--- config.mk ---
export PLATFORM = sky130hd
export DESIGN_NAME = bf16_mult_pipe
export DESIGN_NICKNAME = d
export VERILOG_FILES = /design/src/rtl/bf16_mult_pipe.sv
export SDC_FILE = /design/constraint.sdc
export NUM_CORES = 1
export LEC_CHECK = 0
export ABC_CLOCK_PERIOD_IN_PS = 5300
export BUFFER_PORTS_ARGS = -buffer_cell sky130_fd_sc_hd__buf_2
export CAP_MARGIN = 20
export CORE_MARGIN = 2
export CORE_UTILIZATION = 35
export DETAILED_ROUTE_END_ITERATION = 16
export GPL_TIMING_DRIVEN = 0
export PLACE_DENSITY = 0.56
export RECOVER_POWER = 50
export SYNTH_ARGS = -nofsm -noshare
export SYNTH_HDL_FRONTEND = slang
export SYNTH_SLANG_ARGS = --single-unit
--- constraint.sdc ---
create_clock -name CLK -period 5.3 [get_ports CLK]
set_input_delay 0.265 -clock CLK [delete_from_list [all_inputs] [get_ports CLK]]
set_output_delay 0.265 -clock CLK [all_outputs]
set_load 0.02 [all_outputs]
--- src/rtl/bf16_mult_pipe.sv ---
// Three-stage BF16 multiplier with a single global advance enable.
// Subnormals flush to zero, rounding is truncation, and NaN results use the canonical 7FC0.
module bf16_mult_pipe #(
    parameter int DATA_TYPE = 16
) (
    input  logic                 CLK,
    input  logic                 rst,
    input  logic                 in_valid,
    output logic                 in_ready,
    input  logic [DATA_TYPE-1:0] A,
    input  logic [DATA_TYPE-1:0] B,
    output logic                 out_valid,
    input  logic                 out_ready,
    output logic [DATA_TYPE-1:0] O
);

    logic              en;
    logic              v1, v2, v3;

    logic              a_nan, a_inf, a_zero;
    logic              b_nan, b_inf, b_zero;
    logic              in_nan, in_inf, in_zero;

    logic              s1_sign, s1_nan, s1_inf, s1_zero;
    logic [7:0]        s1_ea, s1_eb, s1_ma, s1_mb;

    logic              s2_sign, s2_nan, s2_inf, s2_zero;
    logic [15:0]       s2_prod;
    logic signed [9:0] s2_exp;

    logic signed [9:0] norm_exp;
    logic [6:0]        norm_man;
    logic [15:0]       packed_result;

    assign en        = out_ready | ~v3;
    assign in_ready  = en;
    assign out_valid = v3;

    // Operand classification; inf*0 is folded into NaN so the zero flag never hides it.
    always_comb begin
        a_nan   = (A[14:7] == 8'hFF) && (A[6:0] != 7'h00);
        a_inf   = (A[14:7] == 8'hFF) && (A[6:0] == 7'h00);
        a_zero  = (A[14:7] == 8'h00);
        b_nan   = (B[14:7] == 8'hFF) && (B[6:0] != 7'h00);
        b_inf   = (B[14:7] == 8'hFF) && (B[6:0] == 7'h00);
        b_zero  = (B[14:7] == 8'h00);
        in_nan  = a_nan | b_nan | (a_inf & b_zero) | (b_inf & a_zero);
        in_inf  = (a_inf | b_inf) & ~in_nan;
        in_zero = (a_zero | b_zero) & ~in_nan;
    end

    always_comb begin
        norm_man = s2_prod[13:7];
        norm_exp = s2_exp;
        if (s2_prod[15]) begin
            norm_man = s2_prod[14:8];
            norm_exp = s2_exp + 10'sd1;
        end
    end

    // Special-case flags take priority over the normalised arithmetic result.
    always_comb begin
        packed_result = {s2_sign, norm_exp[7:0], norm_man};
        if (s2_nan) begin
            packed_result = 16'h7FC0;
        end else if (s2_inf) begin
            packed_result = {s2_sign, 8'hFF, 7'h00};
        end else if (s2_zero) begin
            packed_result = {s2_sign, 15'h0000};
        end else if (norm_exp >= 10'sd255) begin
            packed_result = {s2_sign, 8'hFF, 7'h00};
        end else if (norm_exp <= 10'sd0) begin
            packed_result = {s2_sign, 15'h0000};
        end
    end

    always_ff @(posedge CLK or negedge rst) begin
        if (!rst) begin
            v1      <= 1'b0;
            v2      <= 1'b0;
            v3      <= 1'b0;
            s1_sign <= 1'b0;
            s1_nan  <= 1'b0;
            s1_inf  <= 1'b0;
            s1_zero <= 1'b0;
            s1_ea   <= 8'h00;
            s1_eb   <= 8'h00;
            s1_ma   <= 8'h00;
            s1_mb   <= 8'h00;
            s2_sign <= 1'b0;
            s2_nan  <= 1'b0;
            s2_inf  <= 1'b0;
            s2_zero <= 1'b0;
            s2_prod <= 16'h0000;
            s2_exp  <= 10'sd0;
            O       <= 16'h0000;
        end else if (en) begin
            v1      <= in_valid;
            s1_sign <= A[15] ^ B[15];
            s1_nan  <= in_nan;
            s1_inf  <= in_inf;
            s1_zero <= in_zero;
            s1_ea   <= A[14:7];
            s1_eb   <= B[14:7];
            s1_ma   <= a_zero ? 8'h00 : {1'b1, A[6:0]};
            s1_mb   <= b_zero ? 8'h00 : {1'b1, B[6:0]};

            v2      <= v1;
            s2_sign <= s1_sign;
            s2_nan  <= s1_nan;
            s2_inf  <= s1_inf;
            s2_zero <= s1_zero;
            s2_prod <= s1_ma * s1_mb;
            s2_exp  <= $signed({2'b00, s1_ea}) + $signed({2'b00, s1_eb}) - 10'sd127;

            v3      <= v2;
            if (v2) begin
                O <= packed_result;
            end
        end
    end

endmodule

==> key figures, run 1 <==
Run status
  – Status: complete, but fails checks
  – Violated checks: capacitance limit, slew limit

Synthesis
  – Register bit total from synthesis: 78
  – Most used DFF post-synth: dfrtp_1
  – Share of the synthesized area in the top cell type: 0.3345
  – Netlist cell types: 51
  – Post-synthesis sequential area ratio: 0.3345
  – Post-synthesis mux area share: 0.01759
  – Avg Cell Area, Syn: just over 9 sq um
  – Post-Synthesis Cell Area: 0.005834 sq mm
  – Post-synthesis compound-gate area fraction: 0.1019
  – Adder-Cell Fraction of Synth Area: 0.2286
  – Post-synth top area cell: dfrtp_1
  – Top area cells in the synthesized netlist: dfrtp_1 (33%), fa_1 (12%), ha_1 (11%)
  – Area share of xor/xnor cells in the synthesized design: 0.04053
  – Simple-Gate Fraction of Synth Area: 0.2237
  – Net Count, Synth: 764
  – Largest family of logic cells by synthesized area: adder cells
  – EDFF count, synth: 0
  – Synth async-reset ratio: 1.000
  – Syn. warnings: 0
  – Mapped Cells: about 640

Hold path
  – Worst min path class: in2reg
  – HP Start: in_valid
  – Hold depth: 3
  – Worst hold endpoint: v1

STA
  – Worst slew margin: -0.4041
  – Slew at the pin closest to its max-slew limit: 2.106 ns
  – Final setup skew: slightly above 0.008 ns
  – Setup TNS: 0 ns
  – Maximum clock rate: ~210 MHz
  – Setup violators final: 0
  – Unrepaired setup endpoints after global routing: false
  – Setup WS post-layout: 0.5389 ns
  – Max Slew Vio Count: 81
  – Crit path time final: 4.761 ns
  – Tcrit/Tclk final: 0.8983
  – Final hold violation count: 0

Worst setup path
  – Worst path arrival time: 4.96 ns
  – FF-to-FF End: s2_prod[13]
  – FF-to-FF path depth: 15
  – Reg2reg setup slack: around 0.54 ns
  – Crit path required time: 5.50 ns
  – Most frequent CP cell: fa_1
  – Worst setup EP type: register
  – Crit-path slowest cell: a221oi_1
  – Crit-path max cell delay: 0.55 ns
  – Worst Path Max Fanout: 9
  – Worst-path cell chain: clkbuf_1 -> and2_1 -> fa_1 -> fa_1 -> fa_1 -> inv_1 -> fa_1 -> inv_1 -> ha_1 -> a21oi_1 -> nand2_1 -> a221oi_1 -> a31oi_1 -> xnor2_1 -> a21oi_1
  – FF-to-FF Start: s1_mb[5]
  – Critical Path Start Type: register
  – CP Class: reg2reg

Finish
  – P&R area growth vs syn: 15.23%
  – N_diodes: 0
  – Most frequent cells in the layout: nand2_1 (142), dfrtp_1 (78), inv_1 (54)
  – Seq. cell area: 0.001952 sq mm
  – Most common cell after layout, fill and taps aside: nand2_1
  – Fin cells: 934
  – Share of cells above drive strength 1: 0.1204
  – Final Net Count: 830
  – Layout fillers: 1731
  – Area of the multi-input gates: about 0.0036 sq mm
  – Design Area, Final: 0.006723 sq mm

Floorplan
  – Num ports: 54
  – FP Rows: 47
  – Die Ht: 133.1 um
  – Chip Width: 133.1 um
  – Core area: 0.01647 sq mm
  – Die area: 0.01772 sq mm
  – Initial Util: 0.3543

Clock tree
  – Num CTS Buffers: 9
  – Longest Clk Path Bufs: 2
  – CTS resizes: 0
  – Htree depth: 3
  – Clock sinks: 78
  – Worst-path clk slew: 0.06 ns
  – Clk Latency, worst-skew pair: 0.35 ns
  – CTS tree: yes
  – Root buffer cell: clkbuf_16

Power and ir drop
  – VDD IR max: 343.1 uV
  – Sw frac: 0.4592
  – Clock Power Share: 0.145
  – Total power: 4.912 mW
  – P_leak: ~3.2 nW
  – Seq pwr share: 0.202
  – Pwr/cell area: 730.6 mW/mm^2
  – Comb power frac: 0.653
  – Internal power: 2.656 mW
  – Psw: ~2.3 mW

Global route
  – Total GRT Usage: 0.1639
  – Initial antenna violation count: 0
  – First-pass GRT wire length: 23200 um
  – Number of global-route vias before repair: roughly 4.6k
  – Grt total ovfl: 0
  – Largest net degree at the start of global routing: 41

Placement
  – Routability Congestion: 0.8318
  – IO Port Bufs: 53
  – Cell Area, Placed: between 0.006 and 0.007 sq mm
  – Post-Place Cells: 917
  – Pre-CTS setup slack: 0.5228 ns
  – DP HPWL: 10520 um

Route
  – Post-route ant nets: 0
  – Via count: about 4.5k
  – Drt pass-1 iters: 4
  – # DRC: 0
  – WL per Instance: 14.35 um
  – Via/cell ratio: 4.775
  – Initial DRC count: approximately 180
  – Routed WL: 13400 um

Flow run
  – Number of max-cap violations: 2
==> metrics by stage <==
| stage | util | hold WS [ns] |
|---|---|---|
| global placement | 0.3872 | 0.4492 |
| CTS | 0.4102 | 0.09748 |
| floorplan | - | -0.03059 |
| detailed placement | 0.3885 | 0.2786 |
| global route | 0.4083 | 0.1217 |
| finish | 0.4083 | 0.1081 |
==> cell families after synthesis <==
kind of cell,count (synthesis)
AND/OR/NAND/NOR,268
AO/OA/AOI/OAI,96
adder cells (fa/ha/maj),85
buffers and inverters,79
flip-flops,78
XOR/XNOR,27
multiplexers,10
==> Yosys cell counts (all sizes together) (8+ instances only) <==
| master | n |
|---|---|
| nand2 | 142 |
| dfrtp | 78 |
| inv | 55 |
| ha | 49 |
| and2 | 47 |
| o21ai | 44 |
| fa | 36 |
| nor2 | 32 |
| a21oi | 24 |
| xnor2 | 21 |
| buf | 12 |
| clkbuf | 12 |
| nor3 | 10 |
| nand4 | 9 |
| a31oi | 8 |
| mux2i | 8 |
==> timing repair <==
action                     4_1_cts  5_1_grt
hold buffers                     1        0
setup endpoints to repair        0        0
hold endpoints to repair        38        0
buffers inserted                 0        0
==> layer usage <==
layer	vias to the layer above	GRT usage	routed length (um)
met3	7	0.02664	423
met1	2113	0.2355	6779
met2	76	0.2596	6093
met5	-	0	0
met4	0	0.04255	102
li1	2264	-	-
==> power groups by stage <==
stage,Combinational [mW],Clock [mW],Sequential (mW)
after global placement,3.16,0,0.999
final,3.20,0.713,0.994
after detailed placement,3.23,0,1.01
after floorplan,2.52,0,1.01
after global routing,3.73,0.755,1.03
after CTS,3.26,0.730,0.997
==> area by class of cell <==
cell class                 count  area share
inverter                      55     0.03071
buffer                        24     0.01545
timing repair buffer          55     0.03964
sequential                    78      0.2903
tap                          220     0.04095
multi-input combinational    486      0.5314
clock inverter                 7     0.01805
clock buffer                   9     0.03350
==> registers in the layout, indices dropped and copies added (netlist names), 8 cells and up <==
register  count
s1_eb         8
s2_prod       9
O            16
s1_ma         8
s1_ea         8
s1_mb         8
s2_exp       10
==> critical path: cells and delay by family (launching register included) <==
kind,cells,cell delay (ns)
DFF,1,0.32
AOI/OAI and AO/OA,4,0.98
adders and majority gates,5,2.38
buffers and inverters,3,0.43
xor gates and xnor gates,1,0.19
and+or+nand+nor,2,0.29
==> worst max-delay path by stage <==
stage,from,end,slack [ns],cells after the start
after CTS,s1_mb[6],s2_prod[13],0.51,15
final,s1_mb[5],s2_prod[13],0.54,15
after floorplan,s1_mb[7],s2_prod[13],0.92,15
after global routing,s1_mb[7],s2_prod[13],0.20,16
after global placement,s1_mb[5],s2_prod[13],0.55,15
after detailed placement,s1_mb[6],s2_prod[13],0.52,15
No activity file was read; power rests on OpenSTA's default activity.
==> run 2: changes to the inputs <==
BUFFER_PORTS_ARGS = -buffer_cell sky130_fd_sc_hd__buf_4   (was -buffer_cell sky130_fd_sc_hd__buf_2)
==> run 2 against run 1 <==
Against the previous run: the flow still finishes with violations (capacitance limit, slew limit); sequential share of layout area down 0.48 points; combinational power about the same; sequential power about the same; register-to-register slack worse by 0.02 ns; die area unchanged; count of clock-buffer cells in the layout unchanged; largest cell class unchanged.
==> key figures, run 2 (same netlist as run 1, synthesis figures left out) <==
Run status
  – Status: complete, but fails checks (unchanged)
  – Violated checks: capacitance limit, slew limit (unchanged)

Worst setup path
  – CP Class: reg2reg (unchanged)
  – Crit path required time: 5.49 ns (was 5.50 ns)
  – Worst setup EP type: register (unchanged)
  – Worst Path Max Fanout: 9 (unchanged)
  – Worst path arrival time: 4.97 ns (was 4.96 ns)
  – Critical Path Start Type: register (unchanged)
  – FF-to-FF path depth: 15 (unchanged)

Clock tree
  – Root buffer cell: clkbuf_16 (unchanged)
  – Htree depth: 3 (unchanged)
  – Clk Latency, worst-skew pair: 0.34 ns (was 0.35 ns)
  – Clock sinks: 78 (unchanged)
  – Num CTS Buffers: 9 (unchanged)
  – Longest Clk Path Bufs: 2 (unchanged)
  – CTS tree: yes (unchanged)
  – Worst-path clk slew: 0.06 ns (about the same)

STA
  – Setup violators final: 0 (unchanged)
  – Unrepaired setup endpoints after global routing: false (unchanged)
  – Final hold violation count: 0 (unchanged)
  – Slew at the pin closest to its max-slew limit: 3.329 ns (was 2.106 ns)
  – Maximum clock rate: 209.2 MHz (was 210.0 MHz)
  – Tcrit/Tclk final: 0.9019 (was 0.8983)
  – Setup TNS: 0 ns (unchanged)
  – Max Slew Vio Count: 74 (was 81)
  – Worst slew margin: -1.219 (was -0.4041)
  – Final setup skew: 0.009038 ns (was 0.008077 ns)
  – Setup WS post-layout: 0.5200 ns (was 0.5389 ns)
  – Crit path time final: 4.780 ns (was 4.761 ns)

Route
  – WL per Instance: 14.17 um (was 14.35 um)
  – # DRC: 0 (unchanged)
  – Via count: 4494 (was 4460)
  – Post-route ant nets: 0 (unchanged)
  – Drt pass-1 iters: 4 (unchanged)
  – Via/cell ratio: 4.812 (was 4.775)
  – Initial DRC count: 271 (was 177)
  – Routed WL: 13240 um (was 13400 um)

Finish
  – Most frequent cells in the layout: nand2_1 (142), dfrtp_1 (78), inv_1 (54) (unchanged)
  – Top flop regs: O: 16 flops, s2_exp: 10 flops, s2_prod: 9 flops (unchanged)
  – Share of cells above drive strength 1: 0.1204 (unchanged)
  – Fin cells: 934 (unchanged)
  – N_diodes: 0 (unchanged)
  – Final core utilization: 0.4151 (was 0.4083)
  – Largest reg by FF count: O (unchanged)
  – Most common cell after layout, fill and taps aside: nand2_1 (unchanged)
  – Final Net Count: 830 (unchanged)
  – P&R area growth vs syn: 17.16% (was 15.23%)
  – Number of flip-flops in the largest register: 16 (unchanged)

Global route
  – Largest net degree at the start of global routing: 79 (was 41)
  – Initial antenna violation count: 0 (unchanged)
  – Total GRT Usage: 0.1610 (was 0.1639)
  – Number of global-route vias before repair: 4539 (was 4600)
  – Grt total ovfl: 0 (unchanged)
  – First-pass GRT wire length: 22760 um (was 23200 um)

Hold path
  – Hold depth: 3 (unchanged)
  – Worst min path class: in2reg (unchanged)

Flow run
  – Number of max-cap violations: 1 (was 2)

Floorplan
  – Initial Util: 0.3543 (unchanged)
  – Chip Width: 133.1 um (unchanged)
  – FP Rows: 47 (unchanged)
  – Core area: 0.01647 sq mm (unchanged)
  – Die area: 0.01772 sq mm (unchanged)
  – Die Ht: 133.1 um (unchanged)
  – Num ports: 54 (unchanged)

Power and ir drop
  – Pwr/cell area: 722.5 mW/mm^2 (was 730.6 mW/mm^2)
  – VDD IR max: 343.9 uV (was 343.1 uV)
  – Total power: 4.939 mW (was 4.912 mW)
  – P_leak: 3.223 nW (was 3.177 nW)

Placement
  – DP HPWL: 10280 um (was 10520 um)
  – Pre-CTS setup slack: 0.5123 ns (was 0.5228 ns)
  – Post-Place Cells: 916 (was 917)
  – Routability Congestion: 0.8690 (was 0.8318)
  – IO Port Bufs: 53 (unchanged)
-- run 2: routing by layer --
metal  part of all wire  up-vias  track usage  wire length (um)
li1                   -     2260            -                 -
met5                  0        -            0                 0
met3              0.036        7      0.03957               483
met2               0.45       71       0.2510              5911
met1               0.51     2156       0.2319              6752
met4             0.0069        0      0.02719                91
-- run 2: repair_timing --
| action | 4_1_cts | 5_1_grt |
|---|---|---|
| setup buffers | 0 | 0 |
| gates resized for setup | 0 | 0 |
| endpoints found under the setup margin | 0 | 0 |
| hold buffers | 0 | 1 |
| hold endpoints to repair | 0 | 5 |
-- run 2: final timing paths --
kind | from | to | slack (ns)
max | s1_mb[6] | s2_prod[13] | 0.52
min | in_valid | v1 | 0.11
max reg2reg | s1_mb[6] | s2_prod[13] | 0.52
min reg2reg | v1 | v1 | 0.47
max in group asynchronous | rst | O[10] | 1.28
min in group asynchronous | rst | s1_ea[5] | 0.33
-- run 2: where the power goes --
part	leakage (nW)	switching, mW	internal, mW
logic	2.13	1.84	1.39
registers	0.930	0.177	0.820
clock network	0.166	0.250	0.461
total	3.22	2.26	2.67
-- run 2: area by class of cell --
class | count | area [sq um]
clock buffers | 9 | 225.2
clock inverters | 7 | 120.1
plain buffers | 24 | 103.9
flip-flops and latches | 78 | 1952
multi-input cells | 486 | 3572
repair buffers | 55 | 380.4
well taps | 220 | 275.3
fillers | 1651 | 9630
inverters | 55 | 206.4
-- run 2: critical path, cell delays in order, from the launching register on --
cell,delay [ns]
dfrtp_1,0.32
clkbuf_1,0.34
and2_1,0.21
fa_1,0.45
fa_1,0.54
fa_1,0.54
inv_1,0.05
fa_1,0.52
inv_1,0.04
ha_1,0.35
a21oi_1,0.17
nand2_1,0.09
a221oi_1,0.55
a31oi_1,0.19
xnor2_1,0.17
a21oi_1,0.08
-- run 2: per-stage QoR --
step,hold slack (ns),area [sq um]
after floorplan,-0.03059,5834
after global placement,0.4488,6507
after detailed placement,0.4614,6507
after CTS,0.1015,6853
after global routing,0.1117,6835
final,0.1115,6835
==> run 3: changes to the inputs <==
ABC_CLOCK_PERIOD_IN_PS = 4660   (was 5300)
clock period = 4.66 ns   (was 5.3 ns; I/O delays follow)
==> run 3 against run 2 <==
Against the previous run: the run now ends clean; critical endpoint unchanged; sequential share of layout area is 0.23 points lower; sequential power grew 14%; clock power rose by 14%; via count fell by 0.51%.
==> key figures, run 3 (same netlist as run 1, synthesis figures left out) <==
Placement
  – DP HPWL: 10280 um (unchanged)
  – Routability Congestion: 0.8690 (unchanged)
  – Pre-CTS setup slack: -0.1277 ns (was 0.5123 ns)
  – IO Port Bufs: 53 (unchanged)

Finish
  – Most frequent cells in the layout: nand2_1 (142), dfrtp_1 (77), inv_1 (54) (was nand2_1 (142), dfrtp_1 (78), inv_1 (54))
  – Final core utilization: 0.4187 (was 0.4151)
  – P&R area growth vs syn: 18.16% (was 17.16%)
  – Largest reg by FF count: O (unchanged)
  – Number of flip-flops in the largest register: 16 (unchanged)
  – Share of cells above drive strength 1: 0.1306 (was 0.1204)
  – Most common cell after layout, fill and taps aside: nand2_1 (unchanged)
  – N_diodes: 0 (unchanged)
  – Top flop regs: O: 16 flops, s2_exp: 10 flops, s2_prod: 9 flops (unchanged)
  – Final Net Count: 828 (was 830)

Power and ir drop
  – Psw: 2.719 mW (was 2.264 mW)
  – VDD IR max: 395.6 uV (was 343.9 uV)
  – Total power: 5.858 mW (was 4.939 mW)
  – Clock Power Share: 0.138 (was 0.144)
  – Sw frac: 0.4642 (was 0.4585)
  – P_leak: 3.241 nW (was 3.223 nW)
  – Pwr/cell area: 849.7 mW/mm^2 (was 722.5 mW/mm^2)
  – Seq pwr share: 0.195 (was 0.202)
  – Comb power frac: 0.666 (was 0.654)
  – Internal power: 3.139 mW (was 2.674 mW)

Worst setup path
  – CP Class: reg2reg (unchanged)
  – Crit-path leading delay family: adder cells (unchanged)
  – Crit-path slowest cell: fa_1 (was a221oi_1)
  – Worst setup EP type: register (unchanged)
  – Crit-path max cell delay: 0.54 ns (was 0.55 ns)
  – Critical Path Start Type: register (unchanged)
  – Worst-path cell chain: and2_1 -> fa_1 -> fa_1 -> fa_1 -> inv_1 -> fa_1 -> inv_1 -> ha_1 -> a21oi_1 -> nand2_1 -> a221oi_4 -> a31oi_1 -> xnor2_1 -> a21oi_1 (was clkbuf_1 -> and2_1 -> fa_1 -> fa_1 -> fa_1 -> inv_1 -> fa_1 -> inv_1 -> ha_1 -> a21oi_1 -> nand2_1 -> a221oi_1 -> a31oi_1 -> xnor2_1 -> a21oi_1)
  – Worst Path Max Fanout: 9 (unchanged)
  – Most frequent CP cell: fa_1 (unchanged)
  – Worst path arrival time: 4.63 ns (was 4.97 ns)
  – Crit path required time: 4.85 ns (was 5.49 ns)
  – CP bufs+invs: 2 (was 3)

Global route
  – Initial antenna violation count: 0 (unchanged)
  – Largest net degree at the start of global routing: 79 (unchanged)
  – Total GRT Usage: 0.1611 (was 0.1610)
  – Met1 Resource Use GR: 0.2324 (was 0.2319)
  – Met2 Track Usage GR: 0.2510 (unchanged)
  – First-pass GRT wire length: 22780 um (was 22760 um)
  – Number of global-route vias before repair: 4543 (was 4539)
  – Grt total ovfl: 0 (unchanged)
  – GRT busiest layer: met2 (unchanged)
  – Met3 Use GR: 0.03957 (unchanged)

Route
  – Post-route ant nets: 0 (unchanged)
  – Initial DRC count: 279 (was 271)
  – Drt pass-1 iters: 4 (unchanged)
  – Via count: 4471 (was 4494)
  – WL per Instance: 14.25 um (was 14.17 um)
  – Via/cell ratio: 4.797 (was 4.812)
  – Routed WL: 13280 um (was 13240 um)
  – # DRC: 0 (unchanged)

Floorplan
  – Chip Width: 133.1 um (unchanged)
  – Die Ht: 133.1 um (unchanged)
  – Die area: 0.01772 sq mm (unchanged)
  – Initial Util: 0.3543 (unchanged)
  – Core area: 0.01647 sq mm (unchanged)
  – Num ports: 54 (unchanged)
  – FP Rows: 47 (unchanged)

STA
  – Setup WS post-layout: 0.2237 ns (was 0.5200 ns)
  – Crit path time final: 4.436 ns (was 4.780 ns)
  – Setup violators final: 0 (unchanged)
  – Final setup skew: 0.008072 ns (was 0.009038 ns)
  – Maximum clock rate: 225.4 MHz (was 209.2 MHz)
  – Unrepaired setup endpoints after global routing: false (unchanged)
  – Tcrit/Tclk final: 0.9520 (was 0.9019)
  – Worst slew margin: 0.5192 (was -1.219)
  – Max Slew Vio Count: 0 (was 74)
  – Final hold violation count: 0 (unchanged)
  – Slew at the pin closest to its max-slew limit: 0.7185 ns (was 3.329 ns)

Clock tree
  – Worst-path clk slew: 0.06 ns (about the same)
  – Htree depth: 3 (unchanged)
  – Clock sinks: 78 (unchanged)
  – CTS tree: yes (unchanged)
  – Clk Latency, worst-skew pair: 0.34 ns (about the same)
  – Longest Clk Path Bufs: 2 (unchanged)
  – Root buffer cell: clkbuf_16 (unchanged)
  – Num CTS Buffers: 9 (unchanged)

Flow run
  – Number of max-cap violations: 0 (was 1)

Hold path
  – Worst min path class: in2reg (unchanged)

Run status
  – Status: complete, no violations (was complete, but fails checks)
-- run 3: metal layers --
metal	part of all wire	vias up	routed length (um)
li1	-	2256	-
met1	0.51	2130	6747
met2	0.45	80	5963
met3	0.037	5	491
met4	0.0062	0	82
met5	0	-	0
-- run 3: stage by stage --
step	std cells	area, sq um	TNS, ns	hold WS [ns]
2_1_floorplan	643	5834	0	-0.06259
3_3_place_gp	916	6507	-0.1717	0.4310
3_5_place_dp	916	6507	-0.3164	0.4382
4_1_cts	932	6859	0	0.06953
5_1_grt	932	6894	0	0.07969
6_report	932	6894	0	0.08149
-- run 3: worst register-to-register path, delay by kind of cell, from the launching register on --
| kind | cells | cell delay [ns] |
|---|---|---|
| AND/OR/NAND/NOR | 2 | 0.35 |
| flip-flops | 1 | 0.47 |
| adder cells (fa/ha/maj) | 5 | 2.47 |
| buffers and inverters | 2 | 0.09 |
| XOR/XNOR | 1 | 0.16 |
| AO/OA/AOI/OAI | 4 | 0.74 |
-- run 3: area by class of cell --
type                            count  area [sq um]
Buffer                             21         92.59
Clock buffer                        9         225.2
Clock inverter                      7         120.1
Fill cell                        1647          9572
Inverter                           55         206.4
Multi-Input combinational cell    486          3612
Sequential cell                    78          1953
Tap cell                          220         275.3
Timing Repair Buffer               56         409.1
-- run 3: repair_timing --
item	CTS	global route
gates resized for setup	1	5
pin swaps	0	1
setup endpoints to repair	3	6
gates cloned	0	0
hold buffers	0	1
endpoints found under the hold margin	0	7
buffers inserted	0	1
-- run 3: worst paths after layout --
check / to / slack [ns] / cells past startpoint / from
min in group asynchronous: s1_ea[5] / 0.36 / 2 / rst
worst min-delay path: v1 / 0.08 / 3 / in_valid
worst min register to register: v1 / 0.47 / 2 / v1
worst max register to register: s2_prod[13] / 0.22 / 14 / s1_mb[7]
max in group asynchronous: s1_mb[6] / 3.58 / 3 / rst
worst max-delay path: s2_prod[13] / 0.22 / 14 / s1_mb[7]
-- run 3: power groups by stage --
stage	clock [mW]	combinational [mW]	sequential, mW
2_1_floorplan	0	2.86	1.15
3_3_place_gp	0	3.64	1.14
3_5_place_dp	0	3.72	1.15
4_1_cts	0.829	3.80	1.14
5_1_grt	0.865	4.45	1.18
6_report	0.810	3.90	1.14
